<file path="config.mk">
export PLATFORM = sky130hd
export DESIGN_NAME = sc_displaytimer_tickgen
export DESIGN_NICKNAME = d
export VERILOG_FILES = /design/src/rtl/sc_displaytimer_tickgen_pkg.sv /design/src/rtl/sc_displaytimer_prescaler.sv /design/src/rtl/sc_displaytimer_tickgen.sv
export SDC_FILE = /design/constraint.sdc
export NUM_CORES = 1
export LEC_CHECK = 0
export CAP_MARGIN = 20
export CORE_ASPECT_RATIO = 0.6
export CORE_UTILIZATION = 48
export CTS_BUF_LIST = sky130_fd_sc_hd__clkbuf_4
export DETAILED_ROUTE_END_ITERATION = 10
export HOLD_SLACK_MARGIN = 0.03
export PLACE_DENSITY = 0.74
export SYNTH_ARGS = -nofsm -noshare
export SYNTH_HDL_FRONTEND = slang
export SYNTH_HIERARCHICAL = 1
export SYNTH_SLANG_ARGS = --single-unit
</file>
<file path="constraint.sdc">
create_clock -name SC_DISPLAYTIMER_COUNTER_CLOCK_50 -period 3.2 [get_ports SC_DISPLAYTIMER_COUNTER_CLOCK_50]
set_input_delay 0.96 -clock SC_DISPLAYTIMER_COUNTER_CLOCK_50 [delete_from_list [all_inputs] [get_ports SC_DISPLAYTIMER_COUNTER_CLOCK_50]]
set_output_delay 0.96 -clock SC_DISPLAYTIMER_COUNTER_CLOCK_50 [all_outputs]
set_load 0.005 [all_outputs]
</file>
<file path="src/rtl/sc_displaytimer_tickgen_pkg.sv">
// Shared types and defaults for the display-timer tick generator.
// Holds FSM encodings and default divide/limit constants.
package sc_displaytimer_tickgen_pkg;

  typedef enum logic [1:0] {
    IDLE    = 2'b00,
    RUN     = 2'b01,
    PAUSE   = 2'b10,
    EXPIRED = 2'b11
  } tickgen_state_t;

  localparam int DEF_PRESCALE_DIV = 50000000;
  localparam int DEF_LIMIT_TICKS  = 60;
  localparam int FASTSIM_DIV      = 4;

endpackage

</file>
<file path="src/rtl/sc_displaytimer_prescaler.sv">
// Modulo-DIV counter with clear/enable and a registered terminal count.
// Ports: clock, async high reset, clr/en in, tc_OutHigh (count == DIV-1).
module sc_displaytimer_prescaler #(
  parameter int WIDTH = 26,
  parameter int DIV   = 50000000
) (
  input  logic SC_DISPLAYTIMER_COUNTER_CLOCK_50,
  input  logic SC_DISPLAYTIMER_COUNTER_RESET_InHigh,
  input  logic clr_InHigh,
  input  logic en_InHigh,
  output logic tc_OutHigh
);

  localparam logic [WIDTH-1:0] TC_VAL = WIDTH'(DIV - 1);

  logic [WIDTH-1:0] cnt_q;
  logic [WIDTH-1:0] cnt_n;

  always_comb begin
    cnt_n = cnt_q;
    if (clr_InHigh)
      cnt_n = '0;
    else if (en_InHigh)
      cnt_n = tc_OutHigh ? '0 : cnt_q + WIDTH'(1);
  end

  // tc tracks the count register, so it flags the
  // current value without adding latency.
  always_ff @(posedge SC_DISPLAYTIMER_COUNTER_CLOCK_50
              or posedge SC_DISPLAYTIMER_COUNTER_RESET_InHigh) begin
    if (SC_DISPLAYTIMER_COUNTER_RESET_InHigh) begin
      cnt_q      <= '0;
      tc_OutHigh <= 1'b0;
    end else begin
      cnt_q      <= cnt_n;
      tc_OutHigh <= (cnt_n == TC_VAL);
    end
  end

endmodule

</file>
<file path="src/rtl/sc_displaytimer_tickgen.sv">
// Display-timer pacing stage: active-low tick strobe, run/pause/stop FSM,
// round tick count and timeout. Macro SC_DISPLAYTIMER_TICKGEN_FASTSIM_EN
// forces a divide of 4. Ports: clock, async high reset, start/pause/stop
// in; upcount_OutLow, running, expired, tickcount out (all registered).
module sc_displaytimer_tickgen
  import sc_displaytimer_tickgen_pkg::*;
#(
  parameter int PRESCALE_WIDTH = 26,
  parameter int PRESCALE_DIV   = DEF_PRESCALE_DIV,
  parameter int LIMIT_WIDTH    = 8,
  parameter int LIMIT_TICKS    = DEF_LIMIT_TICKS
) (
  input  logic                   SC_DISPLAYTIMER_COUNTER_CLOCK_50,
  input  logic                   SC_DISPLAYTIMER_COUNTER_RESET_InHigh,
  input  logic                   SC_DISPLAYTIMER_TICKGEN_start_InHigh,
  input  logic                   SC_DISPLAYTIMER_TICKGEN_pause_InHigh,
  input  logic                   SC_DISPLAYTIMER_TICKGEN_stop_InHigh,
  output logic                   SC_DISPLAYTIMER_TICKGEN_upcount_OutLow,
  output logic                   SC_DISPLAYTIMER_TICKGEN_running_OutHigh,
  output logic                   SC_DISPLAYTIMER_TICKGEN_expired_OutHigh,
  output logic [LIMIT_WIDTH-1:0] SC_DISPLAYTIMER_TICKGEN_tickcount_OutBUS
);

`ifdef SC_DISPLAYTIMER_TICKGEN_FASTSIM_EN
  localparam int EFF_DIV = FASTSIM_DIV;
`else
  localparam int EFF_DIV = PRESCALE_DIV;
`endif

  localparam logic [LIMIT_WIDTH-1:0] LIMIT_VAL =
    LIMIT_WIDTH'(LIMIT_TICKS);

  tickgen_state_t state_q, state_n;
  logic [LIMIT_WIDTH-1:0] tick_q, tick_n;
  logic up_q, up_n;
  logic run_q, exp_q;
  logic pre_clr, pre_en, pre_tc;
  logic step;

  wire start = SC_DISPLAYTIMER_TICKGEN_start_InHigh;
  wire pause = SC_DISPLAYTIMER_TICKGEN_pause_InHigh;
  wire stop  = SC_DISPLAYTIMER_TICKGEN_stop_InHigh;

  sc_displaytimer_prescaler #(
    .WIDTH (PRESCALE_WIDTH),
    .DIV   (EFF_DIV)
  ) u_prescaler (
    .SC_DISPLAYTIMER_COUNTER_CLOCK_50     (SC_DISPLAYTIMER_COUNTER_CLOCK_50),
    .SC_DISPLAYTIMER_COUNTER_RESET_InHigh (SC_DISPLAYTIMER_COUNTER_RESET_InHigh),
    .clr_InHigh                           (pre_clr),
    .en_InHigh                            (pre_en),
    .tc_OutHigh                           (pre_tc)
  );

  always_comb begin
    state_n = state_q;
    tick_n  = tick_q;
    up_n    = 1'b1;
    pre_clr = 1'b0;
    pre_en  = 1'b0;
    step    = 1'b0;
    unique case (state_q)
      IDLE: begin
        pre_clr = 1'b1;
        tick_n  = '0;
        if (start) state_n = RUN;
      end
      RUN: begin
        if (stop) begin
          state_n = IDLE;
          pre_clr = 1'b1;
          tick_n  = '0;
        end else if (start) begin
          pre_clr = 1'b1;
          tick_n  = '0;
        end else if (pause) begin
          state_n = PAUSE;
        end else if (tick_q == LIMIT_VAL) begin
          // final strobe went out last cycle
          state_n = EXPIRED;
          pre_clr = 1'b1;
        end else begin
          step = 1'b1;
        end
      end
      PAUSE: begin
        if (stop) begin
          state_n = IDLE;
          pre_clr = 1'b1;
          tick_n  = '0;
        end else if (start) begin
          state_n = RUN;
          pre_clr = 1'b1;
          tick_n  = '0;
        end else if (!pause) begin
          // resume counts this cycle, so a held
          // terminal count strobes on the first RUN cycle
          state_n = RUN;
          step    = 1'b1;
        end
      end
      EXPIRED: begin
        pre_clr = 1'b1;
        if (stop) begin
          state_n = IDLE;
          tick_n  = '0;
        end else if (start) begin
          state_n = RUN;
          tick_n  = '0;
        end
      end
    endcase
    if (step) begin
      pre_en = 1'b1;
      if (pre_tc) begin
        tick_n = tick_q + LIMIT_WIDTH'(1);
        up_n   = 1'b0;
      end
    end
  end

  always_ff @(posedge SC_DISPLAYTIMER_COUNTER_CLOCK_50
              or posedge SC_DISPLAYTIMER_COUNTER_RESET_InHigh) begin
    if (SC_DISPLAYTIMER_COUNTER_RESET_InHigh) begin
      state_q <= IDLE;
      tick_q  <= '0;
      up_q    <= 1'b1;
      run_q   <= 1'b0;
      exp_q   <= 1'b0;
    end else begin
      state_q <= state_n;
      tick_q  <= tick_n;
      up_q    <= up_n;
      run_q   <= (state_n == RUN);
      exp_q   <= (state_n == EXPIRED);
    end
  end

  assign SC_DISPLAYTIMER_TICKGEN_upcount_OutLow   = up_q;
  assign SC_DISPLAYTIMER_TICKGEN_running_OutHigh  = run_q;
  assign SC_DISPLAYTIMER_TICKGEN_expired_OutHigh  = exp_q;
  assign SC_DISPLAYTIMER_TICKGEN_tickcount_OutBUS = tick_q;

endmodule
</file>
# Yosys cells after proc, flatten, opt, wreduce, memory -nomap -nowiden
# Index checks and enable logic that the tools add are counted.
# word_totals
mem_bits_rw	0
elab_cells	55
in_bits	5
romBits	0
mem_count	0
latch_bits	0
regBits	40
out_inout_bits	11
# classes
div_mod_pow	0
mul	0
n_mux	36
n_shift	0
bitwise_logic	0
order_cmp	0
reduce_logical	3
eq_ne	7
add_sub_neg	2
# ops
operator	n
26-bit two-way mux	3
8-bit two-way mux	4
26-bit by 1-bit adder with 26-bit output (second input constant)	1
26-bit == test (second input constant)	1
2-bit two-way mux	9
1-bit two-way mux	16
8-bit case mux with 2 select lines	1
8-bit by 1-bit adder with 8-bit output (second input constant)	1
8-bit by 6-bit == test with 1-bit output (second input constant)	1
2-bit case mux with 4 select lines	1
2-bit == test (second input constant)	3
2-bit by 1-bit == test with 1-bit output (second input constant)	2
1-bit case mux with 3 select lines	1
3-bit OR reduction	1
2-bit logical NOT	1
1-bit case mux with 2 select lines	1
2-bit OR reduction	1

# Logic depth before layout (Yosys ltp)
# Gate-level depths: netlist (run 1).
# logic_depth
ltp_word	10
mapped_depth	12
depth_no_buf	11

# Hierarchy
# The synthesis (run 1) kept the hierarchy.
# by_module_without_submodules
mod	cells_each	area_each_um2	seq_area_each_um2	instances
sc_displaytimer_prescaler	171	1559.0	675.6	1
sc_displaytimer_tickgen	91	897.1	326.6	1

# Worst setup path before layout (run 1)
# No wires, ideal clock.
# synth_timing
kind	input-to-reg
startpoint	input port SC_DISPLAYTIMER_TICKGEN_stop_InHigh
endpoint	register u_prescaler.tc_OutHigh
n_path_buf	1
required_ns	3.104
path_slack_ns	-0.369
setup_ns	0.096
cell_stages	8
t_arrival_ns	3.473
cell_sequence	or3b_4 > nor4_1 > and4_1 > clkbuf_1 > nand3_1 > a2111oi_0 > or4b_2 > nor4_2
# synth_via
elab_chain_cells	6
word_cells_on_any_way	10
classes_between	1 x eq/ne; 9 x mux
# synth_rtl
item	line_no	text
from (decl)	sc_displaytimer_tickgen.sv:17	input logic SC_DISPLAYTIMER_TICKGEN_stop_InHigh,
1-bit two-way mux, on equally long branches	sc_displaytimer_tickgen.sv:87, sc_displaytimer_tickgen.sv:69	
1-bit case mux with 2 select lines (*)	sc_displaytimer_tickgen.sv:62	unique case (state_q)
1-bit two-way mux (*)	sc_displaytimer_tickgen.sv:113	if (step) begin
named net pre_en	sc_displaytimer_tickgen.sv:37	logic pre_clr, pre_en, pre_tc;
26-bit two-way mux (*)	sc_displaytimer_prescaler.sv:23	else if (en_InHigh)
26-bit two-way mux (*)	sc_displaytimer_prescaler.sv:21	if (clr_InHigh)
26-bit == test (*)	sc_displaytimer_prescaler.sv:36	tc_OutHigh <= (cnt_n == TC_VAL);
to (signal assigned)	sc_displaytimer_prescaler.sv:36	
to (decl)	sc_displaytimer_prescaler.sv:11	output logic tc_OutHigh
# Mark *: on every way through the listed nets, which the timed path passes. The rest lies on a longest branch.

# Worst setup path after layout (run 1)
# layout_timing
startpoint	register tick_q[1] (netlist: SC_DISPLAYTIMER_TICKGEN_tickcount_OutBUS[1])
endpoint	register u_prescaler.tc_OutHigh
# layout_via
elab_chain_cells	10
word_cells_on_any_way	15
classes_between	2 x eq/ne; 13 x mux
# layout_rtl
item	line_no	text
from (decl)	sc_displaytimer_tickgen.sv:34	logic [LIMIT_WIDTH-1:0] tick_q, tick_n;
from (signal assigned)	sc_displaytimer_tickgen.sv:132	tick_q <= tick_n;
8-bit by 6-bit == test with 1-bit output	sc_displaytimer_tickgen.sv:78	end else if (tick_q == LIMIT_VAL) begin
1-bit two-way mux	sc_displaytimer_tickgen.sv:78	
1-bit two-way mux	sc_displaytimer_tickgen.sv:76	end else if (pause) begin
1-bit two-way mux	sc_displaytimer_tickgen.sv:73	end else if (start) begin
1-bit two-way mux	sc_displaytimer_tickgen.sv:69	if (stop) begin
1-bit case mux with 2 select lines	sc_displaytimer_tickgen.sv:62	
1-bit two-way mux	sc_displaytimer_tickgen.sv:113	
named net pre_en	sc_displaytimer_tickgen.sv:37	
26-bit two-way mux	sc_displaytimer_prescaler.sv:23	
26-bit two-way mux	sc_displaytimer_prescaler.sv:21	
named net u_prescaler.cnt_n[1]	sc_displaytimer_prescaler.sv:17	logic [WIDTH-1:0] cnt_n;
26-bit == test	sc_displaytimer_prescaler.sv:36	
# The timed path passes the listed nets, and every way through them passes these cells.

==> results of run 1 <==
==> metrics by stage <==
| stage | cells | TNS (ns) | setup WS [ns] | area (um^2) | util |
|---|---|---|---|---|---|
| 6_report | 392 | 0 | 0.04967 | 3233 | 0.6834 |
| 5_1_grt | 392 | -0.04274 | -0.04274 | 3233 | 0.6834 |
| 4_1_cts | 385 | 0 | 0.02519 | 3126 | 0.6607 |
| 3_5_place_dp | 368 | -2.459 | -0.5111 | 2947 | 0.6229 |
| 3_3_place_gp | 368 | -2.115 | -0.4783 | 2947 | 0.6229 |
| 2_1_floorplan | 262 | 0 | 0.05121 | 2490 | - |
==> registers in the layout, summed over array words and instances (netlist names) <==
register	cells
SC_DISPLAYTIMER_TICKGEN_expired_OutHigh	1
u_prescaler/tc_OutHigh	1
SC_DISPLAYTIMER_TICKGEN_tickcount_OutBUS	8
state_q	2
u_prescaler/cnt_q	26
SC_DISPLAYTIMER_TICKGEN_upcount_OutLow	1
SC_DISPLAYTIMER_TICKGEN_running_OutHigh	1
==> synth_stat cells (4+ instances only) <==
library cell and number:
or4_1 8, or3_1 4, a21oi_1 10, dfrtp_1 39
nor3_1 6, xnor2_1 8, inv_1 16, a221o_1 4
ha_1 7, nand4_1 12, xor2_1 7, o211ai_1 4
o31ai_1 7, nand2_1 14, nor4_1 4, nor2_1 22
o21ai_0 5, nand3_1 15
==> area by class of cell <==
type / instances / area (um^2) / area share
Tap cell: 63 / 78.83 / 0.02438
Clock buffer: 6 / 45.04 / 0.01393
Timing Repair Buffer: 69 / 555.5 / 0.1718
Inverter: 16 / 60.06 / 0.01858
Multi-Input combinational cell: 196 / 1456 / 0.4505
Sequential cell: 40 / 1002 / 0.3100
Clock inverter: 2 / 35.03 / 0.01084
==> power by group <==
group | internal, uW | switching (uW) | total [uW]
clock | 172 | 165 | 338
sequential | 520 | 11.9 | 532
combinational | 114 | 133 | 247
total | 807 | 310 | 1120
==> kinds of logic after synthesis <==
| group | synth area share |
|---|---|
| AND/OR/NAND/NOR | 0.2929 |
| AO/OA/AOI/OAI | 0.1579 |
| flip-flops | 0.4081 |
| buffers and inverters | 0.04737 |
| XOR/XNOR | 0.05349 |
| adder cells (fa/ha/maj) | 0.03566 |
| multiplexers | 0.004584 |
==> critical path, stage by stage (launching register included) <==
cell       delay, ns
dfrtp_1         0.41
inv_2           0.06
ha_1            0.12
or3b_4          0.40
nor3_4          0.23
nor4_4          0.08
buf_4           0.17
buf_6           0.13
nand2b_4        0.14
a21oi_4         0.17
nand4b_1        0.12
a2111oi_0       0.26
or4b_4          0.51
nor4_2          0.27
==> path summary, 6_finish.rpt <==
path / endpoint / slack, ns / depth (start not counted)
worst max-delay path: u_prescaler/tc_OutHigh / 0.05 / 13
worst min-delay path: u_prescaler/cnt_q[25] / 0.60 / 2
worst max register to register: u_prescaler/tc_OutHigh / 0.05 / 13
worst min register to register: u_prescaler/cnt_q[25] / 0.60 / 2
max in group asynchronous: SC_DISPLAYTIMER_TICKGEN_tickcount_OutBUS[0] / 1.85 / 2
min in group asynchronous: SC_DISPLAYTIMER_TICKGEN_tickcount_OutBUS[3] / 0.98 / 2
==> layer usage <==
metal	wire (um)	vias to the layer above	track usage
li1	-	1119	-
met5	0	-	0
met3	306	4	0.05200
met4	31	0	0.04615
met1	3398	1101	0.4153
met2	2637	59	0.3333
==> what timing repair did <==
item                       CTS  global route
buffers inserted             9             7
setup endpoints to repair    1             5
resized for setup           12            16
pin swaps                    8             8
cloned                       0             0
==> impl_metrics.ini, run 1 <==
[floorplanning]
die_h_um = 57.41
dieArea_mm2 = 0.005416
core_region_area_mm2 = 0.004731
start_util = 0.5192
io_pins = 16
die_w_um = 94.35
rows = 19

[yosys]
syn_area_per_cell_um2 = 9.374
yosys_register_bits = 40
yosys_warnings = 6
async_flop_share = 1.000
ys_types = 61
synth_edf_count = 0
netlist_top_cells_area = dfrtp_1 (40%), ha_1 (3.6%), nor2_1 (3.4%)
yosys.area.top_type = dfrtp_1
synth_area_mm2 = 0.002456
ys.flop_type = dfrtp_1
synth_seq_area_share = 0.4080
synth.top_cell.area_share = 0.3974
synthCells = 262
syn_nets = 274

[worst_setup_path]
worstPathArrival_ns = 3.41
worstPathRequired_ns = 3.46
endpoint_kind = flip-flop
critPathLaunchType = flip-flop
crit_type = flip-flop to flip-flop
critPathMaxFanout = 6
crit_start = SC_DISPLAYTIMER_TICKGEN_tickcount_OutBUS[1]
r2r-start = SC_DISPLAYTIMER_TICKGEN_tickcount_OutBUS[1]

[run]
maxCapViolCount = 0

[clock_network]
cts_root_buf = clkbuf_4
cts_tree = yes
numCtsBuffers = 5
clock-sinks = 40
clk_path_buf_depth = 2
clk_latency_ns = 0.35
cts_hold_buf = 0
clk_pin_slew_ns = 0.13
htreeDepth = 2

[global_route]
grt_max_degree = 28
overflow = 0
grtUsageTotal = 0.2519
antenna_found_initial = 0
grt_pass1_wl_um = 10410
grt_pass1_vias = 2077

[sta]
fin_crit_ns = 3.150
rsz0062_at_grt = yes
slew_headroom = 0.6313
whs_ns = 0.5962
finalClockSkew_ns = 0.01292
worst_pin_slew_ns = 0.5524
min_period_over_period = 0.9845
fmax_mhz = 317.4
hold_viol = 0
setup_violations = 0
slew_viol_final = 0

[placement]
gp_congestion = 0.8968
port-buffer-count = 15
dp.final_hpwl_um = 4527

[hold_path]
hold_class = flip-flop to flip-flop
hp-start = u_prescaler/cnt_q[25]

[final_layout]
nFillCells = 373
synthToLayoutAreaGrowth_pct = 31.64
n_antenna_cell = 0
final_cell_mix = buf_4 (52), dfrtp_1 (39), nor2_1 (22)
layout-drive-gt1-share = 0.3161
final_common_cell = buf_4
fin_nets = 340

[routing]
drtIter0Drc = 175
vias = 2283
viasPerCell = 5.824
drc = 0
drt_wl_total_um = 6373
drt_first_pass_iters = 4
detail-route-antenna-nets = 0
wl_per_cell_um = 16.26

[power_and_ir_drop]
p_leak_uw = 0.001291
power_density_mw_per_mm2 = 345.5
p_total_uw = 1117
vdd_ir_drop_max_mv = 0.3114

[status]
status = finished clean
Power figures use the tool's default switching activity.
==> inputs of run 2 (changes only) <==
Settings changed: CORE_MARGIN set to 3, CTS_CLUSTER_SIZE set to 20.
==> run 2 against run 1 <==
The run now ends with negative setup slack left. Register-to-register slack got worse by 0.09 ns. Die area rose by 12%. Setup slack got worse by 0.10 ns. Global-route usage fell by 0.49 points. Combinational power rose by 3%. Fmax fell by 3.2%. Critical path depth fell by 2. Clock power rose by 28%. Hold slack got worse by 0.020 ns. Design area fell by 0.43%. First-iteration DRC count rose by 19%. Clock-buffer cell count did not move. Critical path type is now primary input to flip-flop. Critical endpoint unchanged. Largest power group unchanged.
==> impl_metrics.ini, run 2 (synthesis gave the netlist of run 1 again) <==
[status]
status = complete, but fails checks
violations = negative setup slack

[placement]
gp_congestion = 0.9491
dp_cells = 367
port-buffer-count = 15
dp.final_hpwl_um = 5019
placed_area_mm2 = 0.002939

[clock_network]
cts_hold_buf = 0
clk_path_buf_depth = 2
clock-sinks = 40
cts_tree = yes
clk_latency_ns = 0.35
numCtsBuffers = 5
clk_pin_slew_ns = 0.14
htreeDepth = 2
cts_root_buf = clkbuf_4

[final_layout]
top_register = u_prescaler/cnt_q
finalNonFillerCells = 386
fin_nets = 334
largest_reg_flops = 26
layout-drive-gt1-share = 0.3003
final_cell_mix = buf_4 (47), dfrtp_1 (39), nor2_1 (22)
nFillCells = 380
synthToLayoutAreaGrowth_pct = 31.07
n_antenna_cell = 0
design_area_mm2 = 0.003219
final_common_cell = buf_4

[worst_setup_path]
critPathSlowestCell = or4b_4
worstPathArrival_ns = 3.53
worstPathRequired_ns = 3.47
critPathMaxFanout = 4
path_buf_inv = 4
crit_path_frequent_cell = buf_4
endpoint_kind = flip-flop
slowest_delay_ns = 0.51
cp_cell_sequence = buf_2 > or3b_4 > buf_4 > buf_4 > o21bai_1 > buf_4 > a21oi_2 > nand4b_1 > a2111oi_4 > or4b_4 > nor4_4
crit_type = primary input to flip-flop
critPathLaunchType = primary input
crit_family = simple AND/OR/NAND/NOR gates
reg2reg_slack_ns = -0.04

[sta]
setup_violations = 1
hold_viol = 0
fin_crit_ns = 3.255
min_period_over_period = 1.017
fmax_mhz = 307.3
rsz0062_at_grt = yes
slew_viol_final = 0
slew_headroom = 0.5946
finalClockSkew_ns = 0.01881
worst_pin_slew_ns = 0.6081
layout_setup_ws_ns = -0.05452

[routing]
vias = 2401
drt_first_pass_iters = 5
drtIter0Drc = 209
wl_per_cell_um = 18.28
viasPerCell = 6.220
drt_wl_total_um = 7057
detail-route-antenna-nets = 0
drc = 0

[global_route]
grt_max_degree = 28
grt_pass1_vias = 2220
antenna_found_initial = 0
overflow = 0
grtUsageTotal = 0.2470
grt_pass1_wl_um = 11520

[hold_path]
hold_class = flip-flop to flip-flop

[power_and_ir_drop]
p_total_uw = 1218
vdd_ir_drop_max_mv = 0.3287
power_density_mw_per_mm2 = 378.2
p_leak_uw = 0.001279

[floorplanning]
die_w_um = 98.35
start_util = 0.5166
dieArea_mm2 = 0.006039
core_region_area_mm2 = 0.004755
rows = 19
die_h_um = 61.41
io_pins = 16

[run]
maxCapViolCount = 0
## run 2: per-stage QoR
| step | util | hold WS (ns) | TNS (ns) | setup WS, ns |
|---|---|---|---|---|
| finish | 0.6771 | 0.5765 | -0.05452 | -0.05452 |
| global route | 0.6771 | 0.6137 | -0.1881 | -0.1881 |
| CTS | 0.6626 | 0.5755 | 0 | 0.001305 |
| detailed placement | 0.6182 | 0.5555 | -4.207 | -0.7656 |
| global placement | 0.6182 | 0.5450 | -2.528 | -0.5553 |
| floorplan | - | 0.5240 | 0 | 0.05121 |
## run 2: cell type report
class | instances | area, um^2 | share of cell area
Timing Repair Buffer | 63 | 513.0 | 0.1593
Sequential cell | 40 | 1002 | 0.3113
Clock inverter | 2 | 60.06 | 0.01866
Tap cell | 63 | 78.83 | 0.02449
Multi-Input combinational cell | 196 | 1460 | 0.4536
Clock buffer | 6 | 45.04 | 0.01399
Inverter | 16 | 60.06 | 0.01866
## run 2: timing repair
action / CTS / global route
buffers inserted: 10 / 1
endpoints found under the setup margin: 5 / 4
pin swaps: 6 / 7
resized for setup: 19 / 12
## run 2: metal layers
layer	wire (um)	track usage	up-vias
li1	-	-	1102
met1	3350	0.3647	1161
met2	3017	0.3804	126
met3	598	0.05317	12
met4	91	0.04864	0
met5	0	0	-
## run 2: power breakdown
group / leakage, uW / switching, uW / internal [uW]
sequential: 0.000552 / 8.77 / 520
combinational: 0.000671 / 139 / 115
clock: 0.0000559 / 182 / 252
total: 0.00128 / 329 / 888
## run 2: worst reg2reg max path, cell delays in order (launching register included)
cell	delay, ns
dfrtp_1	0.40
inv_2	0.07
ha_4	0.25
or3b_4	0.39
buf_4	0.15
buf_4	0.14
o21bai_1	0.24
buf_4	0.19
a21oi_2	0.12
nand4b_1	0.18
a2111oi_4	0.25
or4b_4	0.51
nor4_4	0.28
## run 2: worst paths after layout
kind                                                 startpoint                                     endpoint  depth (start not counted)
min reg2reg                               u_prescaler/cnt_q[25]                        u_prescaler/cnt_q[25]                          2
min in group asynchronous  SC_DISPLAYTIMER_COUNTER_RESET_InHigh  SC_DISPLAYTIMER_TICKGEN_tickcount_OutBUS[2]                          2
max reg2reg                                          state_q[1]                       u_prescaler/tc_OutHigh                         12
max                         SC_DISPLAYTIMER_TICKGEN_stop_InHigh                       u_prescaler/tc_OutHigh                         11
min                                       u_prescaler/cnt_q[25]                        u_prescaler/cnt_q[25]                          2
max in group asynchronous  SC_DISPLAYTIMER_COUNTER_RESET_InHigh       SC_DISPLAYTIMER_TICKGEN_upcount_OutLow                          2
